`src/rtl/cpu_pkg.sv`:
```
// Shared types for the byte-serial load/store CPU: opcodes, instruction
// types, controller states and the decoded instruction word layout.
package cpu_pkg;

   typedef enum logic [2:0] {
      OP_ADD = 3'd0,
      OP_SUB = 3'd1,
      OP_AND = 3'd2,
      OP_OR  = 3'd3,
      OP_LW  = 3'd4,
      OP_SW  = 3'd5
   } op_e;

   typedef enum logic [3:0] {
      R_TYPE  = 4'h1,
      I_TYPE  = 4'h2,
      M_TYPE  = 4'h3,
      SYS_END = 4'hF
   } itype_e;

   typedef enum logic [3:0] {
      ST_IDLE,
      ST_F_LO,
      ST_F_HI,
      ST_F_RX,
      ST_EXEC,
      ST_M_LO,
      ST_M_HI,
      ST_S_LO,
      ST_S_HI,
      ST_L_RX,
      ST_HALT
   } state_e;

   typedef struct packed {
      logic [2:0] op;
      logic [2:0] rd;
      logic [2:0] rs1;
      logic [2:0] rs2;
      logic [3:0] itype;
   } instr_t;

   // I and M words carry a trailing immediate word.
   function automatic logic has_imm(input logic [3:0] t);
      return (t == I_TYPE) || (t == M_TYPE);
   endfunction

endpackage

```
`src/rtl/cpu_core_register_file.sv`:
```
// Eight 16-bit registers: two combinational read ports, one synchronous
// write port; r0 is hard-wired to zero.
module register_file (
   input  logic        clk,
   input  logic        rst,
   input  logic [2:0]  ra1,
   input  logic [2:0]  ra2,
   output logic [15:0] rd1,
   output logic [15:0] rd2,
   input  logic        we,
   input  logic [2:0]  wa,
   input  logic [15:0] wd
);

   logic [15:0] reg_file [8];

   // NOTE: this array is reset because software relies on every register
   // starting at zero; larger RAM-style arrays would normally be left unreset.
   always_ff @(posedge clk) begin
      if (rst) begin
         for (int i = 0; i < 8; i++) reg_file[i] <= '0;
      end else if (we && (wa != 3'd0)) begin
         reg_file[wa] <= wd;
      end
   end

   assign rd1 = (ra1 == 3'd0) ? 16'h0000 : reg_file[ra1];
   assign rd2 = (ra2 == 3'd0) ? 16'h0000 : reg_file[ra2];

endmodule

```
`src/rtl/cpu_core.sv`:
```
// Multi-cycle 16-bit load/store core; every fetch and data access travels
// over a byte-serial link to an external agent holding both memories.
module cpu_core
   import cpu_pkg::*;
(
   input  logic       clk,
   input  logic       rst,
   input  logic       ard_receive_ready,
   input  logic       ard_data_ready,
   input  logic [7:0] in_bus,
   output logic [7:0] out_bus,
   output logic       bus_pc,
   output logic       bus_mar,
   output logic       bus_mdr,
   output logic       halt
);

   state_e      state, state_nxt;
   logic [15:0] pc;
   logic [15:0] ir;
   logic [15:0] imm;
   instr_t      dec;
   logic [1:0]  rx_cnt;
   logic        rx_last;
   logic        mem_pending;
   logic        mem_store;
   logic [15:0] mem_addr;
   logic [15:0] store_data;
   logic [7:0]  load_lo;
   logic [2:0]  load_rd;
   logic [15:0] rs1_data, rs2_data;
   logic [15:0] alu_a, alu_b, alu_y;
   logic        rf_we;
   logic [2:0]  rf_waddr;
   logic [15:0] rf_wdata;

   assign dec = instr_t'(ir);

   register_file rf (
      .clk (clk),
      .rst (rst),
      .ra1 (dec.rs1),
      .ra2 (dec.rs2),
      .rd1 (rs1_data),
      .rd2 (rs2_data),
      .we  (rf_we),
      .wa  (rf_waddr),
      .wd  (rf_wdata)
   );

   // The byte count decides when a receive phase ends; the instruction type
   // is already known once the low instruction byte has been captured.
   always_comb begin
      rx_last = 1'b0;
      if (state == ST_F_RX)
         rx_last = ard_data_ready &&
                   ((rx_cnt == 2'd3) || ((rx_cnt == 2'd1) && !has_imm(dec.itype)));
      else if (state == ST_L_RX)
         rx_last = ard_data_ready && (rx_cnt == 2'd1);
   end

   // NOTE: sequential state uses non-blocking assignments so every register
   // samples pre-edge values regardless of statement order.
   always_ff @(posedge clk) begin
      if (rst) state <= ST_IDLE;
      else     state <= state_nxt;
   end

   // NOTE: every output of this block gets a default first, so no path can
   // leave one unassigned and infer a latch.
   always_comb begin
      state_nxt = state;
      out_bus   = 8'h00;
      bus_pc    = 1'b0;
      bus_mar   = 1'b0;
      bus_mdr   = 1'b0;
      halt      = 1'b0;
      case (state)
         ST_IDLE: if (ard_receive_ready) state_nxt = mem_pending ? ST_M_LO : ST_F_LO;
         ST_F_LO: begin
            bus_pc    = 1'b1;
            out_bus   = pc[7:0];
            state_nxt = ST_F_HI;
         end
         ST_F_HI: begin
            bus_pc    = 1'b1;
            out_bus   = pc[15:8];
            state_nxt = ST_F_RX;
         end
         ST_F_RX: if (rx_last) state_nxt = ST_EXEC;
         ST_EXEC: begin
            case (dec.itype)
               R_TYPE, I_TYPE, M_TYPE: state_nxt = ST_IDLE;
               default:                state_nxt = ST_HALT;
            endcase
         end
         ST_M_LO: begin
            bus_mar   = 1'b1;
            bus_mdr   = mem_store;
            out_bus   = mem_addr[7:0];
            state_nxt = ST_M_HI;
         end
         ST_M_HI: begin
            bus_mar   = 1'b1;
            bus_mdr   = mem_store;
            out_bus   = mem_addr[15:8];
            state_nxt = mem_store ? ST_S_LO : ST_L_RX;
         end
         ST_S_LO: begin
            bus_mar   = 1'b1;
            bus_mdr   = 1'b1;
            out_bus   = store_data[7:0];
            state_nxt = ST_S_HI;
         end
         ST_S_HI: begin
            bus_mar   = 1'b1;
            bus_mdr   = 1'b1;
            out_bus   = store_data[15:8];
            state_nxt = ST_IDLE;
         end
         ST_L_RX: if (rx_last) state_nxt = ST_IDLE;
         ST_HALT: halt = 1'b1;
         default: state_nxt = ST_IDLE;
      endcase
   end

   // For I-type the immediate is operand A, so SUB computes imm - rs1.
   always_comb begin
      alu_a = (dec.itype == I_TYPE) ? imm : rs1_data;
      alu_b = (dec.itype == I_TYPE) ? rs1_data : rs2_data;
      alu_y = 16'h0000;
      case (dec.op)
         OP_ADD:  alu_y = alu_a + alu_b;
         OP_SUB:  alu_y = alu_a - alu_b;
         OP_AND:  alu_y = alu_a & alu_b;
         OP_OR:   alu_y = alu_a | alu_b;
         default: alu_y = 16'h0000;
      endcase
   end

   always_comb begin
      rf_we    = 1'b0;
      rf_waddr = dec.rd;
      rf_wdata = alu_y;
      if ((state == ST_EXEC) && ((dec.itype == R_TYPE) || (dec.itype == I_TYPE))) begin
         rf_we = 1'b1;
      end else if ((state == ST_L_RX) && rx_last) begin
         rf_we    = 1'b1;
         rf_waddr = load_rd;
         rf_wdata = {in_bus, load_lo};
      end
   end

   always_ff @(posedge clk) begin
      if (rst) begin
         pc          <= '0;
         ir          <= '0;
         imm         <= '0;
         rx_cnt      <= '0;
         mem_pending <= 1'b0;
         mem_store   <= 1'b0;
         mem_addr    <= '0;
         store_data  <= '0;
         load_lo     <= '0;
         load_rd     <= '0;
      end else begin
         if ((state != ST_F_RX) && (state != ST_L_RX)) rx_cnt <= '0;
         else if (ard_data_ready)                      rx_cnt <= rx_cnt + 2'd1;

         case (state)
            ST_F_RX: begin
               if (ard_data_ready) begin
                  case (rx_cnt)
                     2'd0:    ir[7:0]   <= in_bus;
                     2'd1:    ir[15:8]  <= in_bus;
                     2'd2:    imm[7:0]  <= in_bus;
                     default: imm[15:8] <= in_bus;
                  endcase
               end
            end
            ST_EXEC: begin
               if (dec.itype == R_TYPE)     pc <= pc + 16'd1;
               else if (has_imm(dec.itype)) pc <= pc + 16'd2;
               // Store data is latched now so the write phase never rereads rs1.
               if ((dec.itype == M_TYPE) && ((dec.op == OP_LW) || (dec.op == OP_SW))) begin
                  mem_pending <= 1'b1;
                  mem_store   <= (dec.op == OP_SW);
                  mem_addr    <= imm;
                  store_data  <= rs1_data;
                  load_rd     <= dec.rd;
               end
            end
            ST_L_RX: begin
               if (ard_data_ready) begin
                  if (rx_cnt == 2'd0) load_lo     <= in_bus;
                  else                mem_pending <= 1'b0;
               end
            end
            ST_S_HI: mem_pending <= 1'b0;
            default: ;
         endcase
      end
   end

endmodule

```
`config.mk`:
```
export PLATFORM = sky130hd
export DESIGN_NAME = cpu_core
export DESIGN_NICKNAME = d
export VERILOG_FILES = /design/src/rtl/cpu_pkg.sv /design/src/rtl/cpu_core_register_file.sv /design/src/rtl/cpu_core.sv
export SDC_FILE = /design/constraint.sdc
export NUM_CORES = 1
export LEC_CHECK = 0
export CAP_MARGIN = 20
export CORE_AREA = 2 2 163 204
export CTS_CLUSTER_DIAMETER = 120
export DETAILED_ROUTE_END_ITERATION = 6
export DIE_AREA = 0 0 165 206
export SYNTH_ARGS = -nofsm -noshare
export SYNTH_HDL_FRONTEND = slang
export SYNTH_HIERARCHICAL = 1
export SYNTH_SLANG_ARGS = --single-unit
```
`constraint.sdc`:
```
create_clock -name clk -period 4.5 [get_ports clk]
set_input_delay 0.45 -clock clk [delete_from_list [all_inputs] [get_ports clk]]
set_output_delay 0.45 -clock clk [all_outputs]
set_load 0.05 [all_outputs]
```
# == Word-level counts from Yosys, hierarchy flattened ==
# Memory sizes are Yosys's and may differ from the RTL's. A register that Yosys moved wholly into a read port is not among the register bits.
# Cells that the tools add are included.
# word_totals
output_inout_bits,12
memories,1
in_bits,12
ram_bits,128
wordCells,131
register_bits,99
# memory_table
name,depth,word_bits,read_ports,rd_ports_with_merged_regs,write_ports,line,rtl
rf.reg_file,8,16,2,1,8,cpu_core_register_file.sv:15,logic [15:0] reg_file [8];
# classes
n_bitwise,4
n_reduce_logical,38
addsub,5
n_mux,41
n_eq_ne,29
# op_table
op,count
$mux 16,9
$pmux 16 s4,1
$pmux 8 s6,1
$pmux 4 s10,1
$mux 4,5
$mux 3,6
$add 16x1->16 const B,1
$add 16x16->16,1
$add 16x2->16 const B,1
$and 16x16->16,1
$eq 4x2->1 const B,4
$eq 4x3->1 const B,4
$mux 1,16
$or 16x16->16,1
$reduce_or 16->1,1
$sub 16x16->16,1
$reduce_and 3->1,5
$eq 4x4->1 const B,3
$ne 2x2->1 const B,5
$logic_not 3->1,3
$eq 4x1->1 const B,2
$logic_and 1x1->1,8
$reduce_and 4->1,2
$reduce_or 2->1,4
other kinds (21),31

# == Depth between registers and ports, before layout ==
# depth
depth_word,17
ltp_mapped,21
ltp_nobuf,18

# == By module ==
# Netlist, hierarchy kept.
# modules_own_cells
module,seq_area_each_um2,area_each_um2,instances,cells_per_inst
cpu_core,1981.9,6459.9,1,902
register_file,3363.2,6200.9,1,468

# == Least setup slack after synthesis ==
# No wires, ideal clock.
# synth_path
kind,register to register
from,reg ir[5] (netlist: dec[5])
to,"mem rf.reg_file[1][10], data pin"
stages_incl_launch_ff,18
required_time_ns,4.365
t_arrival_ns,4.256
setup_time_ns,0.135
path_buffers,2
setup_slack_ns,0.110
period_less_slack_ns,4.390
cell_sequence,dfxtp_1 -> buf_6 -> buf_6 -> mux2_2 -> a221oi_1 -> a311oi_1 -> or4_1 -> nor2_1 -> o21a_1 -> a21oi_1 -> xor2_1 -> ha_1 -> a211oi_1 -> o21a_1 -> nor2_1 -> or2_2 -> o311ai_0 -> and2_1
# synth_rtl
element,line,rtl
start: declaration,cpu_core.sv:20,logic [15:0] ir;
start signal: assignment,cpu_core.sv:174,2'd0: ir[7:0] <= in_bus;
end: declaration,cpu_core_register_file.sv:15,

==> run metrics <==
Arrival @ worst endpoint 4.61 ns; Final Wtd Congestion 0.936; Worst-path clk slew 0.06 ns; Die W 165 microns; crit-path max FO 14; crit path kind reg2reg; Max IR drop VDD 0.000285 V; initial drt markers 789; Pleak 5.40 nW; worst-case clock buffer depth 3; CTS tree built; setup slack at placement -0.103 ns; Fin. Hold Viols 0; Post-synth EDFFs 112; Max-cap violations 0; Highest Clock Rate 0.231 GHz; reg2reg start dec[5]$_SDFFE_PP0P_; cts hold-fix bufs 0; sequential cell area 0.00535 sq mm; Root Buffer clkbuf_16; Setup WS post-layout 0.169 ns; Mapped Cells 1370; remaining antenna violation count 0; Starting Density 39.2%; P&R area growth vs syn 18.3%; Slew Viols, Final 0; post-synthesis async set-or-reset flop share 0%; Routed WL per cell 21.6 microns; most frequent cells after synthesis nand2_1, a21oi_1, edfxtp_1; initial antenna violation count 0; Yosys warnings 6; Netlist cell types 78; Non-Filler Instances 1879; max_slew headroom 30.8%; post-synthesis instance area 0.0127 sq mm; Syn Area/Cell 9.24 sq um; Vias/cell 5.84; Synth area leader edfxtp_1; Worst Hold Class in2reg; GRT Util Overall 23.6%; Die ar. 0.0340 sq mm; Num Clock Sinks 211; first-pass GRT wire length 61.3 mm; Setup Viol. Count Final 0; dpl hpwl 28.6 mm; Worst-Skew Late Latency 0.52 ns; total global routing overflow 0; Top FF cell, synth edfxtp_1; skew final 0.00707 ns; outcome finished clean; CORE AREA 0.0323 sq mm; Worst-Margin Slew 1.04 ns; die height 206 microns; largest net degree at the start of global routing 93; Req. time, crit path 4.78 ns; sequential element share of the synthesized area 42.2%; dominant cell by count in the synthesized netlist nand2_1; Clock H-tree levels 1; Worst setup EP type register; Synth area leaders edfxtp_1, dfxtp_1, nand2_1; Worst Setup Start Kind register; launch point of the worst path dec[5]$_SDFFE_PP0P_; Cell Rows 74; multi-input logic area 0.00700 sq mm; DRC Markers 0; Routed WL 40.7 mm; Final Cycle Share 96.2%; Port Buffers 23; Yosys reg bits 211; Layout Utilization 46.3%; antenna cell count 0; Final min period 4.33 ns; Fillers 3075; Total Nets Final 1476; share of layout cells above drive strength 1 19.2%; Num CTS Buffers 24; num ports 24; Mapped Nets 1403; PwrDens 487 mW/mm^2; top cell type's share of synthesized area 26.6%; vias in the first global route 10700; Hold Crit Start rst; DRT Pass-1 Iters 7; DP Cell Count 1831; Vias 11000
==> registers in the layout, summed over array words and instances, names as in the netlist <==
name / count
load_lo: 8
store_data: 16
state: 4
mem_store: 1
load_rd: 3
rx_cnt: 2
mem_pending: 1
dec: 16
mem_addr: 16
rf/reg_file: 112
pc: 16
imm: 16
==> final timing paths <==
check / endpoint / slack [ns] / cells past startpoint
worst max register to register: rf/reg_file[5][15]$_SDFFCE_PN0P_ / 0.17 / 19
worst min register to register: store_data[4]$_SDFFE_PP0P_ / 0.45 / 2
worst max-delay path: rf/reg_file[5][15]$_SDFFCE_PN0P_ / 0.17 / 19
worst min-delay path: dec[7]$_SDFFE_PP0P_ / 0.25 / 2
==> cell type report <==
type,instances,share of cell area (%)
well taps,418,3.49
clock inverters,12,0.777
inverters,14,0.351
repair buffers,145,8.00
multi-input cells,1047,46.7
flip-flops and latches,211,35.8
clock buffers,32,4.90
==> worst max-delay path, cell delays in order (launching register included) <==
cell      delay, ns
dfxtp_4        0.39
buf_8          0.16
buf_12         0.16
mux2_2         0.34
a221oi_1       0.29
a311oi_2       0.13
nor4_1         0.29
nand2b_1       0.14
mux2i_2        0.19
nor2_1         0.08
xor2_1         0.15
ha_1           0.34
o21ai_2        0.11
o21ai_1        0.09
a311o_1        0.37
a21oi_4        0.22
o21ai_2        0.09
xnor2_1        0.17
o22ai_2        0.16
and2_2         0.20
==> layer usage <==
layer / GRT usage, % / routed length (microns) / vias up
met4: 10.8 / 1940 / 0
met3: 3.17 / 2520 / 130
met5: 0 / 0 / -
li1: - / - / 5149
met2: 40.0 / 19600 / 439
met1: 29.6 / 16600 / 5261
==> placed cells by master, fill, tap and decap left out, drive strengths merged, types with 7 or more instances in the layout <==
master / n
o21ai: 37
a22o: 7
mux2i: 65
and2: 127
a22oi: 18
o31ai: 7
a21oi: 113
mux2: 34
o21a: 10
o221ai: 11
clkdlybuf4s50: 22
a311oi: 16
ha: 20
clkbuf: 34
edfxtp: 112
xor2: 24
xnor2: 17
nor3: 26
nand2: 210
nand3: 41
a21boi: 7
or2: 8
inv: 16
nor2b: 24
a221oi: 48
dfxtp: 99
nand4: 7
buf: 121
nand2b: 11
a211oi: 21
or3: 7
clkinv: 7
a32oi: 7
nor2: 68
==> through the flow <==
stage	power (mW)	hold slack, ns	setup TNS [ns]	area (sq um)
after CTS	7.08	0.246	0	14700
after detailed placement	4.99	0.445	-1.30	13800
after global placement	4.96	0.439	-0.0874	13800
after floorplan	3.92	0.431	0	12700
after global routing	7.64	0.238	-0.333	15000
final	7.29	0.245	0	15000
==> kinds of logic (layout without fill, tap and decap cells) <==
kind of cell	count (synthesis)	after routing	share of synthesized area (%)
AND/OR/NAND/NOR	554	554	22.3
AO/OA/AOI/OAI	327	327	17.6
flip-flops	211	211	42.2
buffers and inverters	112	203	4.37
multiplexers	99	99	8.19
XOR/XNOR	41	41	2.84
adder cells (fa/ha/maj)	26	26	2.53
==> report_power, final <==
part	internal, mW	leakage, nW	switching (mW)
Clock	1.26	0.423	0.806
Combinational	1.35	3.02	1.74
Sequential	2.07	1.96	0.0531
Total	4.69	5.40	2.60
==> repair_timing <==
action | 4_1_cts | 5_1_grt
gates cloned | 0 | 1
gates resized for setup | 6 | 55
buffers inserted | 0 | 2
pin swaps | 0 | 14
hold endpoints to repair | 0 | 0
setup endpoints to repair | 35 | 70
(Power assumes the default switching activity.)
